[config.mk]
export PLATFORM = sky130hd
export DESIGN_NAME = ram_block_mover
export DESIGN_NICKNAME = d
export VERILOG_FILES = /design/src/rtl/ram_bus_defs.sv /design/src/rtl/ram_block_mover.sv
export SDC_FILE = /design/constraint.sdc
export NUM_CORES = 1
export LEC_CHECK = 0
export CAP_MARGIN = 25
export CORE_MARGIN = 4
export CORE_UTILIZATION = 40
export DETAILED_ROUTE_END_ITERATION = 10
export GPL_ROUTABILITY_DRIVEN = 0
export PLACE_DENSITY = 0.87
export SLEW_MARGIN = 20
export SYNTH_ARGS = -nofsm -noshare
export SYNTH_HDL_FRONTEND = slang
export SYNTH_SLANG_ARGS = --single-unit
[constraint.sdc]
create_clock -name clk -period 2.2 [get_ports clk]
set_clock_uncertainty 0.15 [all_clocks]
set_input_delay 0.22 -clock clk [delete_from_list [all_inputs] [get_ports clk]]
set_output_delay 0.22 -clock clk [all_outputs]
set_load 0.05 [all_outputs]
[src/rtl/ram_bus_defs.sv]
// Shared RAM bus definitions: stream mode, RAM rw codes, mover FSM states.
// Imported by ram_block_mover.
package ram_bus_defs;

    localparam logic MODE_DUMP = 1'b1;
    localparam logic MODE_LOAD = 1'b0;
    localparam logic RW_READ   = 1'b1;
    localparam logic RW_WRITE  = 1'b0;

    localparam logic [2:0] S_IDLE     = 3'd0;
    localparam logic [2:0] S_RD_ISSUE = 3'd1;
    localparam logic [2:0] S_RD_CAPT  = 3'd2;
    localparam logic [2:0] S_RD_HOLD  = 3'd3;
    localparam logic [2:0] S_WR_WAIT  = 3'd4;
    localparam logic [2:0] S_WR_ISSUE = 3'd5;
    localparam logic [2:0] S_DONE     = 3'd6;

    typedef enum logic [2:0] {
        IDLE     = S_IDLE,
        RD_ISSUE = S_RD_ISSUE,
        RD_CAPT  = S_RD_CAPT,
        RD_HOLD  = S_RD_HOLD,
        WR_WAIT  = S_WR_WAIT,
        WR_ISSUE = S_WR_ISSUE,
        DONE     = S_DONE
    } mover_state_t;

endpackage

[src/rtl/ram_block_mover.sv]
// Moves len+1 words between single-port RAM and a valid/ready stream.
// Ports: start/mode/base_addr/len command; busy/done status;
//   dout/dout_valid/dout_ready DUMP stream; din/din_valid/din_ready LOAD
//   stream; mem_cs/mem_rw/mem_addr/mem_wdata/mem_rdata RAM initiator bus.
module ram_block_mover
    import ram_bus_defs::*;
#(
    parameter int AW = 9,
    parameter int DW = 12
) (
    input  logic          clk,
    input  logic          rstn,
    input  logic          start,
    input  logic          mode,
    input  logic [AW-1:0] base_addr,
    input  logic [AW-1:0] len,
    output logic          busy,
    output logic          done,
    output logic [DW-1:0] dout,
    output logic          dout_valid,
    input  logic          dout_ready,
    input  logic [DW-1:0] din,
    input  logic          din_valid,
    output logic          din_ready,
    output logic          mem_cs,
    output logic          mem_rw,
    output logic [AW-1:0] mem_addr,
    output logic [DW-1:0] mem_wdata,
    input  logic [DW-1:0] mem_rdata
);

    mover_state_t  state;
    mover_state_t  nxt;
    logic [AW-1:0] addr;
    logic [AW-1:0] cnt;
    logic          last;
    logic          step_word;

    assign last = (cnt == '0);

    // Advance to the next word once the current one has fully completed.
    assign step_word = !last &&
                       ((state == RD_HOLD && dout_ready) ||
                        (state == WR_ISSUE));

    always_comb begin
        nxt = state;
        unique case (state)
            IDLE: begin
                if (start)
                    nxt = (mode == MODE_DUMP) ? RD_ISSUE : WR_WAIT;
            end
            RD_ISSUE: nxt = RD_CAPT;
            RD_CAPT:  nxt = RD_HOLD;
            RD_HOLD: begin
                if (dout_ready)
                    nxt = last ? DONE : RD_ISSUE;
            end
            WR_WAIT: begin
                if (din_valid)
                    nxt = WR_ISSUE;
            end
            WR_ISSUE: nxt = last ? DONE : WR_WAIT;
            DONE:     nxt = IDLE;
            default:  nxt = IDLE;
        endcase
    end

    // Status and bus strobes decode from state alone, so reset drops
    // mem_cs immediately and no din path reaches the RAM combinationally.
    assign busy       = (state != IDLE);
    assign done       = (state == DONE);
    assign dout_valid = (state == RD_HOLD);
    assign din_ready  = (state == WR_WAIT);
    assign mem_cs     = (state == RD_ISSUE) || (state == WR_ISSUE);
    assign mem_rw     = (state == WR_ISSUE) ? RW_WRITE : RW_READ;
    assign mem_addr   = addr;

    always_ff @(posedge clk or negedge rstn) begin
        if (!rstn) begin
            state     <= IDLE;
            addr      <= '0;
            cnt       <= '0;
            dout      <= '0;
            mem_wdata <= '0;
        end else begin
            state <= nxt;
            if (state == IDLE && start) begin
                addr <= base_addr;
                cnt  <= len;
            end
            if (state == RD_CAPT)
                dout <= mem_rdata;
            if (state == WR_WAIT && din_valid)
                mem_wdata <= din;
            // Address wraps naturally at 2**AW.
            if (step_word) begin
                addr <= addr + 1'b1;
                cnt  <= cnt - 1'b1;
            end
        end
    end

endmodule
==> summary.md <==
| Metric | Value |
|---|---|
| First drt pass iteration count | `5` |
| Number of enable flip-flop cells after synthesis | `0` |
| Wire length reported by the detailed router | `6240 um` |
| Asr flop ratio synth | `100%` |
| Switch share | `47.3%` |
| Post-synth top cells | `dfrtp_1 (45), mux2_1 (27), a221o_1 (13)` |
| Number of nets at the end of the flow | `352` |
| Grt ovf | `0` |
| Average cell area after synthesis | `11.6 um2` |
| R2R Path Start | `cnt[1]` |
| Count of placed standard cells in the final layout, fillers left out | `375` |
| Pint | `0.00308 W` |
| Crit path required time | `2230 ps` |
| CTS tree | `built` |
| Clock slew seen by the registers of the worst setup and hold paths | `90 ps` |
| Port Buffer Count | `86` |
| Number of nets with antenna violations after routing | `0` |
| Power share of the sequential group | `27.2%` |
| Largest vdd supply drop | `0.000770 V` |
| CTS Sinks | `45` |
| Synth area leader | `dfrtp_1` |
| GRT Util Overall | `17.2%` |
| Final Hold Viols | `0` |
| Number of vias in the routed layout | `2,052` |
| Share of Yosys cell area claimed by the top area cell type | `49.9%` |
| Leakage dissipation | `1.48 nW` |
| Worst setup margin | `-13.1 ps` |
| Standard cell core area | `0.00551 mm2` |
| Slew at the pin with the worst max-slew slack | `610 ps` |
| Row Count | `27` |
| Utilization of the core after routing | `64.2%` |
| Most instantiated library cell after synthesis | `dfrtp_1` |
| Initial Util | `41.0%` |
| Post-route DRC violation count | `0` |
| Synth Register Bits | `45` |
| Worst-case clock buffer depth | `2` |
| Placed wire-length estimate after detailed placement | `4630 um` |
| Share of layout cells above drive strength 1 | `16.2%` |
| Shortest clock period the worst path allows after layout | `2210 ps` |
| Setup Slack @ Placement | `-1.13 ps` |
| Unrepaired setup endpoints after global routing | `true` |
| Post-synthesis cell type count | `45` |
| Synth Flop Type | `dfrtp_1` |
| Cell count of the worst reg-to-reg path | `7` |
| Initial antenna violation count | `0` |
| First-pass GRT wire length | `9630 um` |
| Post-Place Cells | `360` |
| Htree depth | `2` |
| Slew Viols, Final | `0` |
| Path category of the worst min-delay check | `primary input to asynchronous set/reset pin` |
| Synthesized instance count | `195` |
| Capturing element type of the critical path | `flip-flop` |
| Antenna diode count | `0` |
| 1st-iter DRT viols | `153` |
| Root buffer cell | `clkbuf_8` |
| Psw | `0.00276 W` |
| Total CTS buffers | `5` |
| Growth of design area from synthesis to finish | `56.5%` |
| Worst skew pair latency | `300 ps` |
| Warning count from the yosys run | `0` |
| Vias per cell | `5.47` |
| Clock network power share | `10.7%` |
| Maximum fanout along the worst path | `5` |
| Total die area | `0.00691 mm2` |
| Die outline width | `83.1 um` |
| Max capacitance violation total | `0` |
| Mapped Area | `0.00226 mm2` |
| Maximum clock rate | `452 MHz` |
| Failing checks | `setup timing` |
| Data arrival time at the worst-slack endpoint | `2250 ps` |
| Boundary Pins | `87` |
| Vertical die dimension | `83.1 um` |
| Max-slew headroom | `59.3%` |
| Sort of element at the start of the critical path | `flip-flop` |
| Wire length per cell after detailed routing | `16.6 um` |
| Pin count of the biggest net entering global routing | `28` |
| Category of the critical setup timing path | `flip-flop to flip-flop` |
| Largest cells by area after synthesis | `dfrtp_1 (50%), mux2_1 (13%), a221o_1 (5.8%)` |
| Hold slack final | `317 ps` |
| Run status | `finished with violations` |
| Reg2reg setup slack | `-10 ps` |
| Number of failing setup endpoints in the final timing report | `8` |
| Share of the yosys chip area belonging to registers | `49.9%` |
| Number of global-route vias before repair | `2,019` |
| Pwr Density | `1650 mW/mm2` |
| Logic pwr share | `62.1%` |
| Number of nets produced by synthesis | `245` |
| Destination of the worst register-to-register timing path | `mem_addr[8]` |
| Share of the clock period used by the worst path after layout | `101%` |
-- metrics by stage --
| step | total power, W | instance area (um2) | TNS, ps |
|---|---|---|---|
| 2_1_floorplan | 0.00379 | 2260 | 0 |
| 3_3_place_gp | 0.00492 | 3300 | 0 |
| 3_5_place_dp | 0.00504 | 3300 | -1.13 |
| 4_1_cts | 0.00574 | 3470 | -68.9 |
| 5_1_grt | 0.00614 | 3530 | -1160 |
| 6_report | 0.00584 | 3530 | -73.7 |
-- logic make-up (layout without fill, tap and decap cells) --
group | count (synthesis) | in the layout | synth area share, %
and+or+nand+nor | 63 | 63 | 15.9
DFF | 45 | 45 | 49.9
AOI/OAI and AO/OA | 35 | 35 | 13.3
muxes | 34 | 34 | 16.6
buffers and inverters | 16 | 124 | 3.27
adders and majority gates | 2 | 2 | 1.11
-- layout by cell type (no fill, tap or decap), types with 2 or more instances in the layout --
cell type,count
nor2_2,3
buf_12,3
dfrtp_1,45
inv_2,2
mux2i_1,7
and3_1,3
clkbuf_16,2
clkbuf_8,5
inv_1,4
mux2_1,27
a22o_1,2
nor2_1,10
o21ai_0,2
nand3_1,7
a21o_1,2
a21oi_1,2
nand2_1,8
or2_2,2
o211ai_1,3
nor2b_1,4
clkdlybuf4s50_1,79
nor3_1,7
nor4_1,4
nor3b_1,3
buf_4,24
a221o_1,13
or4_1,2
-- routing by layer --
metal,part of all wire [%],track usage (%)
met1,40,19.5
met2,53,31.8
met3,3.9,3.27
met4,3.1,6.54
met5,0,0
-- layout make-up --
type                       instances  area (um2)
clock buffer                       6        72.6
clock inverter                     2        38.8
fill                             436        1970
inverter                           6        22.5
multi-input combinational        134        1090
sequential                        45        1130
tap                               72        90.1
timing repair buffer             110        1100
-- worst max path at each step --
stage	startpoint	cells past startpoint	endpoint	slack, ps
after floorplan	state[0]	5	mem_addr[7]	20
after global placement	dout_ready	6	mem_addr[6]	40
after detailed placement	cnt[1]	7	mem_addr[8]	-1
after CTS	cnt[1]	7	mem_addr[0]	-20
after global routing	cnt[1]	7	mem_addr[6]	-100
final	cnt[1]	7	mem_addr[8]	-10
-- critical path: stages, from the launching register on --
cell and delay (ps):
dfrtp_1 410, inv_2 80, ha_4 150, or4b_4 480, o22ai_4 300, buf_12 160, mux2i_1 70, a221o_1 300
-- power by group through the flow --
stage | registers (W) | logic, W | clock network [W]
after floorplan | 0.00259 | 0.00119 | 0
after global placement | 0.00155 | 0.00337 | 0
after detailed placement | 0.00159 | 0.00345 | 0
after CTS | 0.00157 | 0.00353 | 0.000640
after global routing | 0.00164 | 0.00382 | 0.000675
final | 0.00159 | 0.00363 | 0.000625
-- state kept, by name, summed over array words and instances, names as in the netlist --
register	count
dout	12
mem_wdata	12
cnt	9
mem_addr	9
state	3
-- timing repair --
item	CTS	global route
pin swaps	1	2
setup buffers	0	4
endpoints found under the hold margin	25	0
gates cloned	1	1
hold buffers	1	0
gates resized for setup	2	8
endpoints found under the setup margin	2	7
Power figures use the tool's default switching activity.
